### src/rtl/spawn_ficha.sv
// Post-move tile spawner for a 4x4 2048 board: counts empty cells, picks one
// with an LFSR draw, writes a 2 (or rarely a 4) and returns the board.
module spawn_ficha #(
  parameter int          TILE_W    = 12,
  parameter logic [15:0] LFSR_SEED = 16'hACE1
) (
  input  logic                 clk,
  input  logic                 rst,
  input  logic                 start,
  input  logic                 mov,
  input  logic [16*TILE_W-1:0] board_in,
  output logic [16*TILE_W-1:0] board_out,
  output logic                 busy,
  output logic                 done,
  output logic                 spawned,
  output logic                 full
);

  localparam logic [2:0] S_IDLE   = 3'd0;
  localparam logic [2:0] S_COUNT  = 3'd1;
  localparam logic [2:0] S_SELECT = 3'd2;
  localparam logic [2:0] S_WRITE  = 3'd3;
  localparam logic [2:0] S_DONE   = 3'd4;

  logic [2:0]            state_q, state_d;
  logic [15:0]           lfsr_q, lfsr_d;
  logic [3:0]            rnd_hi_q;
  logic [7:0]            rnd_lo_q;
  logic [16*TILE_W-1:0]  board_q, board_out_q, spawn_board;
  logic [3:0]            idx_q, sel_idx_q;
  logic [4:0]            empty_cnt_q, seen_q, target_q, cnt_final;
  logic [7:0]            divisor, mod_res;
  logic                  spawned_q, full_q;
  logic [15:0]           cell_empty;
  logic [TILE_W-1:0]     new_tile;

  genvar gi;
  generate
    for (gi = 0; gi < 16; gi++) begin : g_empty
      assign cell_empty[gi] = (board_q[gi*TILE_W +: TILE_W] == '0);
    end
  endgenerate

  // Free-running so the draw depends on when the request arrives.
  assign lfsr_d = {lfsr_q[14:0], lfsr_q[15] ^ lfsr_q[13] ^ lfsr_q[12] ^ lfsr_q[10]};

  assign cnt_final = empty_cnt_q + {4'b0, cell_empty[idx_q]};
  assign divisor   = {3'b0, (cnt_final == 5'd0) ? 5'd1 : cnt_final};
  assign mod_res   = rnd_lo_q % divisor;
  assign new_tile  = (rnd_hi_q == 4'h0) ? TILE_W'(4) : TILE_W'(2);

  always_comb begin
    spawn_board = board_q;
    for (int i = 0; i < 16; i++) begin
      if (sel_idx_q == 4'(i)) spawn_board[i*TILE_W +: TILE_W] = new_tile;
    end
  end

  always_comb begin
    state_d = state_q;
    case (state_q)
      S_IDLE:   if (start) state_d = mov ? S_COUNT : S_DONE;
      S_COUNT:  if (idx_q == 4'd15) state_d = (cnt_final == 5'd0) ? S_DONE : S_SELECT;
      S_SELECT: if (idx_q == 4'd15) state_d = S_WRITE;
      S_WRITE:  state_d = S_DONE;
      S_DONE:   state_d = S_IDLE;
      default:  state_d = S_IDLE;
    endcase
  end

  always_ff @(posedge clk or posedge rst) begin
    if (rst) begin
      state_q     <= S_IDLE;
      lfsr_q      <= LFSR_SEED;
      rnd_hi_q    <= '0;
      rnd_lo_q    <= '0;
      board_q     <= '0;
      board_out_q <= '0;
      idx_q       <= '0;
      sel_idx_q   <= '0;
      empty_cnt_q <= '0;
      seen_q      <= '0;
      target_q    <= '0;
      spawned_q   <= 1'b0;
      full_q      <= 1'b0;
    end else begin
      state_q <= state_d;
      lfsr_q  <= lfsr_d;
      case (state_q)
        S_IDLE: begin
          if (start) begin
            board_q     <= board_in;
            rnd_hi_q    <= lfsr_q[15:12];
            rnd_lo_q    <= lfsr_q[7:0];
            idx_q       <= '0;
            empty_cnt_q <= '0;
            seen_q      <= '0;
            sel_idx_q   <= '0;
            if (!mov) begin
              board_out_q <= board_in;
              spawned_q   <= 1'b0;
              full_q      <= 1'b0;
            end
          end
        end
        S_COUNT: begin
          idx_q       <= idx_q + 4'd1;
          empty_cnt_q <= cnt_final;
          if (idx_q == 4'd15) begin
            if (cnt_final == 5'd0) begin
              board_out_q <= board_q;
              spawned_q   <= 1'b0;
              full_q      <= 1'b1;
            end else begin
              target_q <= mod_res[4:0];
            end
          end
        end
        // Full 16-cycle rescan even after the hit keeps latency fixed.
        S_SELECT: begin
          idx_q <= idx_q + 4'd1;
          if (cell_empty[idx_q]) begin
            if (seen_q == target_q) sel_idx_q <= idx_q;
            seen_q <= seen_q + 5'd1;
          end
        end
        S_WRITE: begin
          board_q     <= spawn_board;
          board_out_q <= spawn_board;
          spawned_q   <= 1'b1;
          full_q      <= 1'b0;
        end
        default: ;
      endcase
    end
  end

  assign busy      = (state_q == S_COUNT) || (state_q == S_SELECT) || (state_q == S_WRITE);
  assign done      = (state_q == S_DONE);
  assign board_out = board_out_q;
  assign spawned   = spawned_q;
  assign full      = full_q;

endmodule

### config.mk
export PLATFORM = sky130hd
export DESIGN_NAME = spawn_ficha
export DESIGN_NICKNAME = d
export VERILOG_FILES = /design/src/rtl/spawn_ficha.sv
export SDC_FILE = /design/constraint.sdc
export NUM_CORES = 1
export LEC_CHECK = 0
export ABC_AREA = 1
export CAP_MARGIN = 20
export CORE_MARGIN = 8
export CORE_UTILIZATION = 45
export DETAILED_ROUTE_END_ITERATION = 6
export GPL_TIMING_DRIVEN = 0
export HOLD_SLACK_MARGIN = 0.02
export MAX_ROUTING_LAYER = met4
export PLACE_DENSITY = 0.7
export SLEW_MARGIN = 10
export SYNTH_ARGS = -nofsm -noshare
export SYNTH_HDL_FRONTEND = slang
export SYNTH_SLANG_ARGS = --single-unit
export TNS_END_PERCENT = 1
### constraint.sdc
create_clock -name clk -period 41 [get_ports clk]
set_input_delay 6.15 -clock clk [delete_from_list [all_inputs] [get_ports clk]]
set_output_delay 6.15 -clock clk [all_outputs]
set_load 0.02 [all_outputs]
# Yosys cells after proc, flatten, opt, wreduce, memory -nomap -nowiden
# Index checks and enable logic that the tools add are counted.
[totals] register_bits=440 input_bits=196 out_inout_bits=196 elab_cells=137
[op_classes] addsub=3 div=1 n_lt_le_gt_ge=1 eq_ne=28 muxes=50 bitwise=4 n_reduce_logical=37
[ops] op="$mux W192" count=5
[ops] op="$pmux W192 S3" count=1
[ops] op="$pmux W192 S2" count=1
[ops] op="$logic_not A12 Y1" count=16
[ops] op="$mux W12" count=16
[ops] op="$eq A4 B4 Y1 const B" count=9
[ops] op="$pmux W5 S2" count=2
[ops] op="$mux W3" count=6
[ops] op="$eq A4 B3 Y1 const B" count=4
[ops] op="$pmux W4 S2" count=2
[ops] op="$mux W5" count=3
[ops] op="$ne A2 B2 Y1 const B" count=7
[ops] op="$mux W4" count=3
[ops] op="$pmux W3 S4" count=1
[ops] op="$reduce_and A3 Y1" count=3
[ops] op="$eq A4 B2 Y1 const B" count=2
[ops] op="$logic_not A4 Y1" count=2
[ops] op="$mod A8 B5 Y8" count=1
[ops] op="$reduce_and A2 Y1" count=4
[ops] op="$reduce_bool A2 Y1" count=4
[ops] op="$mux W1" count=7
[ops] op="$eq A3 B2 Y1 const B" count=2
[ops] op="$pmux W1 S3" count=2
[ops] op="$add A5 B1 Y5" count=1
[ops] op="17 further kinds" count=20

# Depth between registers and ports, before layout
[depth] depth_word=8 mapped_depth=92 ltp_nobuf=92

# Worst setup path before layout
# OpenSTA, ideal clock, no wires.
[synth_timing] kind="register to register" startpoint="register board_q[54]" endpoint="register target_q[3]" setup_time_ns=0.117 arrival_time_ns=10.897 required_ns=40.883 path_slack_ns=29.986 stages_incl_launch_ff=88 n_path_buf=0 synth_period_minus_slack_ns=11.014 cell_sequence="dfrtp_1 -> nor4_1 -> nand4_1 -> o311ai_0 -> nand4_1 -> nand3_1 -> nand2_1 -> inv_1 -> ha_1 -> ha_1 -> nand4_1 -> nand2_2 -> inv_2 -> nor2_4 -> nand2_1 -> nand2_1 -> inv_1 -> ha_1 -> (+52 left out) -> nand2_1 -> a21oi_1 -> o21bai_1 -> a21oi_1 -> nand3_4 -> o21ai_1 -> inv_1 -> fa_1 -> nand3_1 -> nand2_1 -> a21oi_1 -> nand2_1 -> inv_1 -> nand2_1 -> nor2_4 -> nand3_1 -> nand3_1 -> nand2_1"
[synth_between] elab_chain_len=7 elab_cells_between_ends=9 classes_between="1 x add/sub; 1 x div; 3 x mux; 1 x bitwise; 3 x reduce/logical"
[synth_rtl] item="from (decl)" line="29" rtl="logic [16*TILE_W-1:0] board_q, board_out_q, spawn_board;"
[synth_rtl] item="from (signal assigned)" line="92" rtl="board_q <= board_in;"
[synth_rtl] item="from (signal assigned)" line="128" rtl="board_q <= spawn_board;"
[synth_rtl] item="$logic_not A12 Y1 (*)" line="40" rtl="assign cell_empty[gi] = (board_q[gi*TILE_W +: TILE_W] == '0);"
[synth_rtl] item="$bmux W1 S4 (*)" line="47" rtl="assign cnt_final = empty_cnt_q + {4'b0, cell_empty[idx_q]};"
[synth_rtl] item="$mux W1 (implied by the code) (*)" line="47"
[synth_rtl] item="$add A5 B1 Y5 (*)" line="47"
[synth_rtl] item="$logic_not A5 Y1" line="48, 110"
[synth_rtl] item="$mux W5 or $not A1 Y1 (tied branches)"
[synth_rtl] item="$mod A8 B5 Y8 or $reduce_and A3 Y1 (tied branches)"
[synth_rtl] item="to (signal assigned)" line="115" rtl="target_q <= mod_res[4:0];"
[synth_rtl] item="to (decl)" line="31" rtl="logic [4:0] empty_cnt_q, seen_q, target_q, cnt_final;"
# Every way passes the cells marked *; elsewhere a longest branch is shown, timed or not. The select of a mux whose other input is x is not followed.
# A chain may end at the register's enable or synchronous reset.

# Worst setup path after layout
[layout_timing] startpoint="register idx_q[1]" endpoint="register target_q[4]"
[layout_between] elab_chain_len=6 elab_cells_between_ends=9 classes_between="1 x add/sub; 1 x div; 1 x eq/ne; 3 x mux; 1 x bitwise; 2 x reduce/logical"
[layout_rtl] item="from (decl)" line="30" rtl="logic [3:0] idx_q, sel_idx_q;"
[layout_rtl] item="from (signal assigned)" line="107" rtl="idx_q <= idx_q + 4'd1;"
[layout_rtl] item="from (signal assigned)" line="121" rtl="idx_q <= idx_q + 4'd1;"
[layout_rtl] item="$bmux W1 S4" line="47"
[layout_rtl] item="$mux W1 (implied by the code)" line="47"
[layout_rtl] item="$add A5 B1 Y5" line="47"
[layout_rtl] item="$logic_not A5 Y1" line="48, 110"
[layout_rtl] item="$mux W5 or $not A1 Y1 (tied branches)"
[layout_rtl] item="$mod A8 B5 Y8 or $reduce_and A3 Y1 (tied branches)"
# Several ways; a longest one is shown, not always the timed one. The select of a mux whose other input is x is not followed.

==> metrics.md <==
| Metric | Value |
|---|---|
| CP max stage delay | 680 ps |
| Die height | 233 um |
| Failing checks | DRC |
| Placed cell area | 26,100 um^2 |
| Detail Route Antenna Nets | 0 |
| Initial antenna violation count | 6 |
| Setup violations, final | 0 |
| Synth Flop Type | dfrtp_1 |
| Flops & latches, synth | 440 |
| Cell area after layout | 27,800 um^2 |
| Register area share after synthesis | 51.9% |
| # IOs | 392 |
| Row cnt | 79 |
| Post-Synthesis Cells | 2,549 |
| Post-CTS Setup Inserts | 0 |
| Worst-path maximum fanout | 10 |
| CTS sink count | 440 |
| WP data required | 41,480 ps |
| DR vias | 20,600 |
| Share of layout cells above drive strength 1 | 5.23% |
| Post-Syn Area | 21,200 um^2 |
| Arrival time at the worst endpoint | 14,300 ps |
| Area of the core | 46,600 um^2 |
| Synth-to-Final Area Change | 30.7% |
| Most frequent cells in the layout | dfrtp_1 (432), o21ai_0 (404), clkdlybuf4s50_1 (391) |
| DPL Wire Length | 56,700 um |
| Final hold vios | 0 |
| Synthesized Nets | 2,781 |
| Max_cap viols | 0 |
| Final #Nets | 3,230 |
| CTS root buf | clkbuf_16 |
| Clk slew on worst S/H paths | 60 ps |
| 1st-iter DRT viols | 2,018 |
| GRT overflow | 0 |
| RSZ-0062 raised after global routing | no |
| Number of enable flip-flop cells after synthesis | 0 |
| Async set-reset flop share out of synthesis | 100% |
| Part of the cycle the worst path needs | 33.7% |
| Yosys warns | 0 |
| Clk_lat worst skew | 610 ps |
| Critical-path top delay cell | nor2_1 |
| CP Launch Type | flop |
| Drt wl/cell | 20.7 um |
| Measured slew at the worst slew-check pin | 1080 ps |
| Port buffer count | 391 |
| Final Routed Wirelength | 75,500 um |
| Slew HR | 28.3% |
| Tot GR Track Use | 28.0% |
| CP most frequent cell | nand2_1 |
| Post-cts sizing count | 0 |
| Die area | 54,400 um^2 |
| Fin crit period | 13,820 ps |
| Fmax | 72.3 MHz |
| Worst hold path type | flop to flop |
| Gpl congestion | 0.929 |
| Area leader, netlist | dfrtp_1 |
| Most common cell after layout, fill and taps aside | dfrtp_1 |
| Final slew viol count | 0 |
| Critical Path Sink Type | flop |
| Post-route DRC violation count | 1 |
| Die width | 233 um |
| Post-synthesis cell type count | 51 |
| Vias in the first global route | 20,900 |
| Max Clock Skew | 28.3 ps |
| First-pass GRT wire length | 117,000 um |
| FILL cells | 4,131 |
| DRT Pass-1 Iters | 7 |
| Initial Util | 45.6% |
| Synth Area per Inst | 8.34 um^2 |
| Maximum buffer depth of the clock tree | 3 |
| Fin Setup TNS | 0 ps |
| Post-synth top area share | 50.9% |
| Largest net degree at the start of global routing | 116 |
| TritonCTS clock tree | done |
| H-tree depth | 2 |
| Critical path type | flop to flop |
| Num CTS Buffers | 48 |
| Top cells by area, synth | dfrtp_1 (51%), o21ai_0 (9.5%), nand2_1 (5.7%) |
| Avg Vias per Cell | 5.63 |
| Status | complete, but fails checks |
| Hold_buf cts | 0 |
-- metrics by stage --
stage | util, % | std cells | setup WS, ps | hold slack [ps]
after floorplan | - | 2549 | 22600 | 331
after detailed placement | 56.0 | 3553 | 27380 | 338
after CTS | 59.6 | 3643 | 27320 | 350
after global placement | 55.7 | 3547 | 17670 | 342
after global routing | 59.7 | 3651 | 25930 | 353
final | 59.7 | 3654 | 27180 | 349
-- synth_stat cells, types with 11 or more instances --
library cell    n
xor2_1         15
nand2_1       321
a21oi_1       218
a22oi_1        20
a31oi_1        19
ha_1           35
nor4_1         37
nand3_1       210
clkbuf_1      107
o21ai_1        25
buf_2          19
dfrtp_1       432
nor2_1        254
nand4_1        21
inv_1         278
a221oi_1       11
nor3_1         11
o21ai_0       404
-- worst max-delay path, delay by kind of cell, from the launching register on --
kind                       cells  cell delay (ps)
and+or+nand+nor               42             4850
xor gates and xnor gates       1              540
adders and majority gates     10             3000
AOI/OAI and AO/OA             19             3660
DFF                            1              380
buffers and inverters         14             1270
-- routing by layer --
metal  up-vias  wire length, um  global-route usage, %
met5         -                0                      -
met4         0             2580                   9.76
li1       9508                -                      -
met3       169             6740                   6.36
met1      9951            30800                   35.1
met2       942            35400                   44.4
-- worst paths after layout --
| kind | start | end | slack, ps | depth (start not counted) |
|---|---|---|---|---|
| max | idx_q[1] | target_q[4] | 27180 | 86 |
| min | lfsr_q[6] | lfsr_q[7] | 350 | 0 |
| max reg2reg | idx_q[1] | target_q[4] | 27180 | 86 |
| min reg2reg | lfsr_q[6] | lfsr_q[7] | 350 | 0 |
| max in group asynchronous | rst | board_q[66] | 33640 | 4 |
| min in group asynchronous | rst | board_out[132] | 5950 | 2 |
-- state kept, by name (all words and copies together) (netlist names), 5 cells and up --
| signal | count |
|---|---|
| target_q | 5 |
| seen_q | 5 |
| rnd_lo_q | 8 |
| lfsr_q | 16 |
| empty_cnt_q | 5 |
| board_q | 192 |
| board_out | 192 |
-- cell type report --
class / count / area (um^2) / share of cell area, %
inverter: 282 / 1070 / 3.84
timing repair buffer: 399 / 4040 / 14.6
sequential: 440 / 11000 / 39.7
multi-input combinational: 1697 / 8660 / 31.2
clock buffer: 63 / 1350 / 4.85
antenna: 9 / 22.5 / 0.0811
clock inverter: 27 / 349 / 1.26
buffer: 130 / 512 / 1.84
tap: 607 / 759 / 2.73
-- kinds of logic (layout without fill, tap and decap cells) --
family,after synthesis,after routing,synth area share [%]
XOR/XNOR,26,26,1.11
AO/OA/AOI/OAI,744,744,18.7
other,0,9,0
adder cells (fa/ha/maj),36,36,2.16
buffers and inverters,412,901,7.39
multiplexers,9,9,0.477
AND/OR/NAND/NOR,882,882,18.3
flip-flops,440,440,51.9
Power is not shown: default switching activity piles up to over one toggle a cycle in this logic, so the estimate is an artifact.
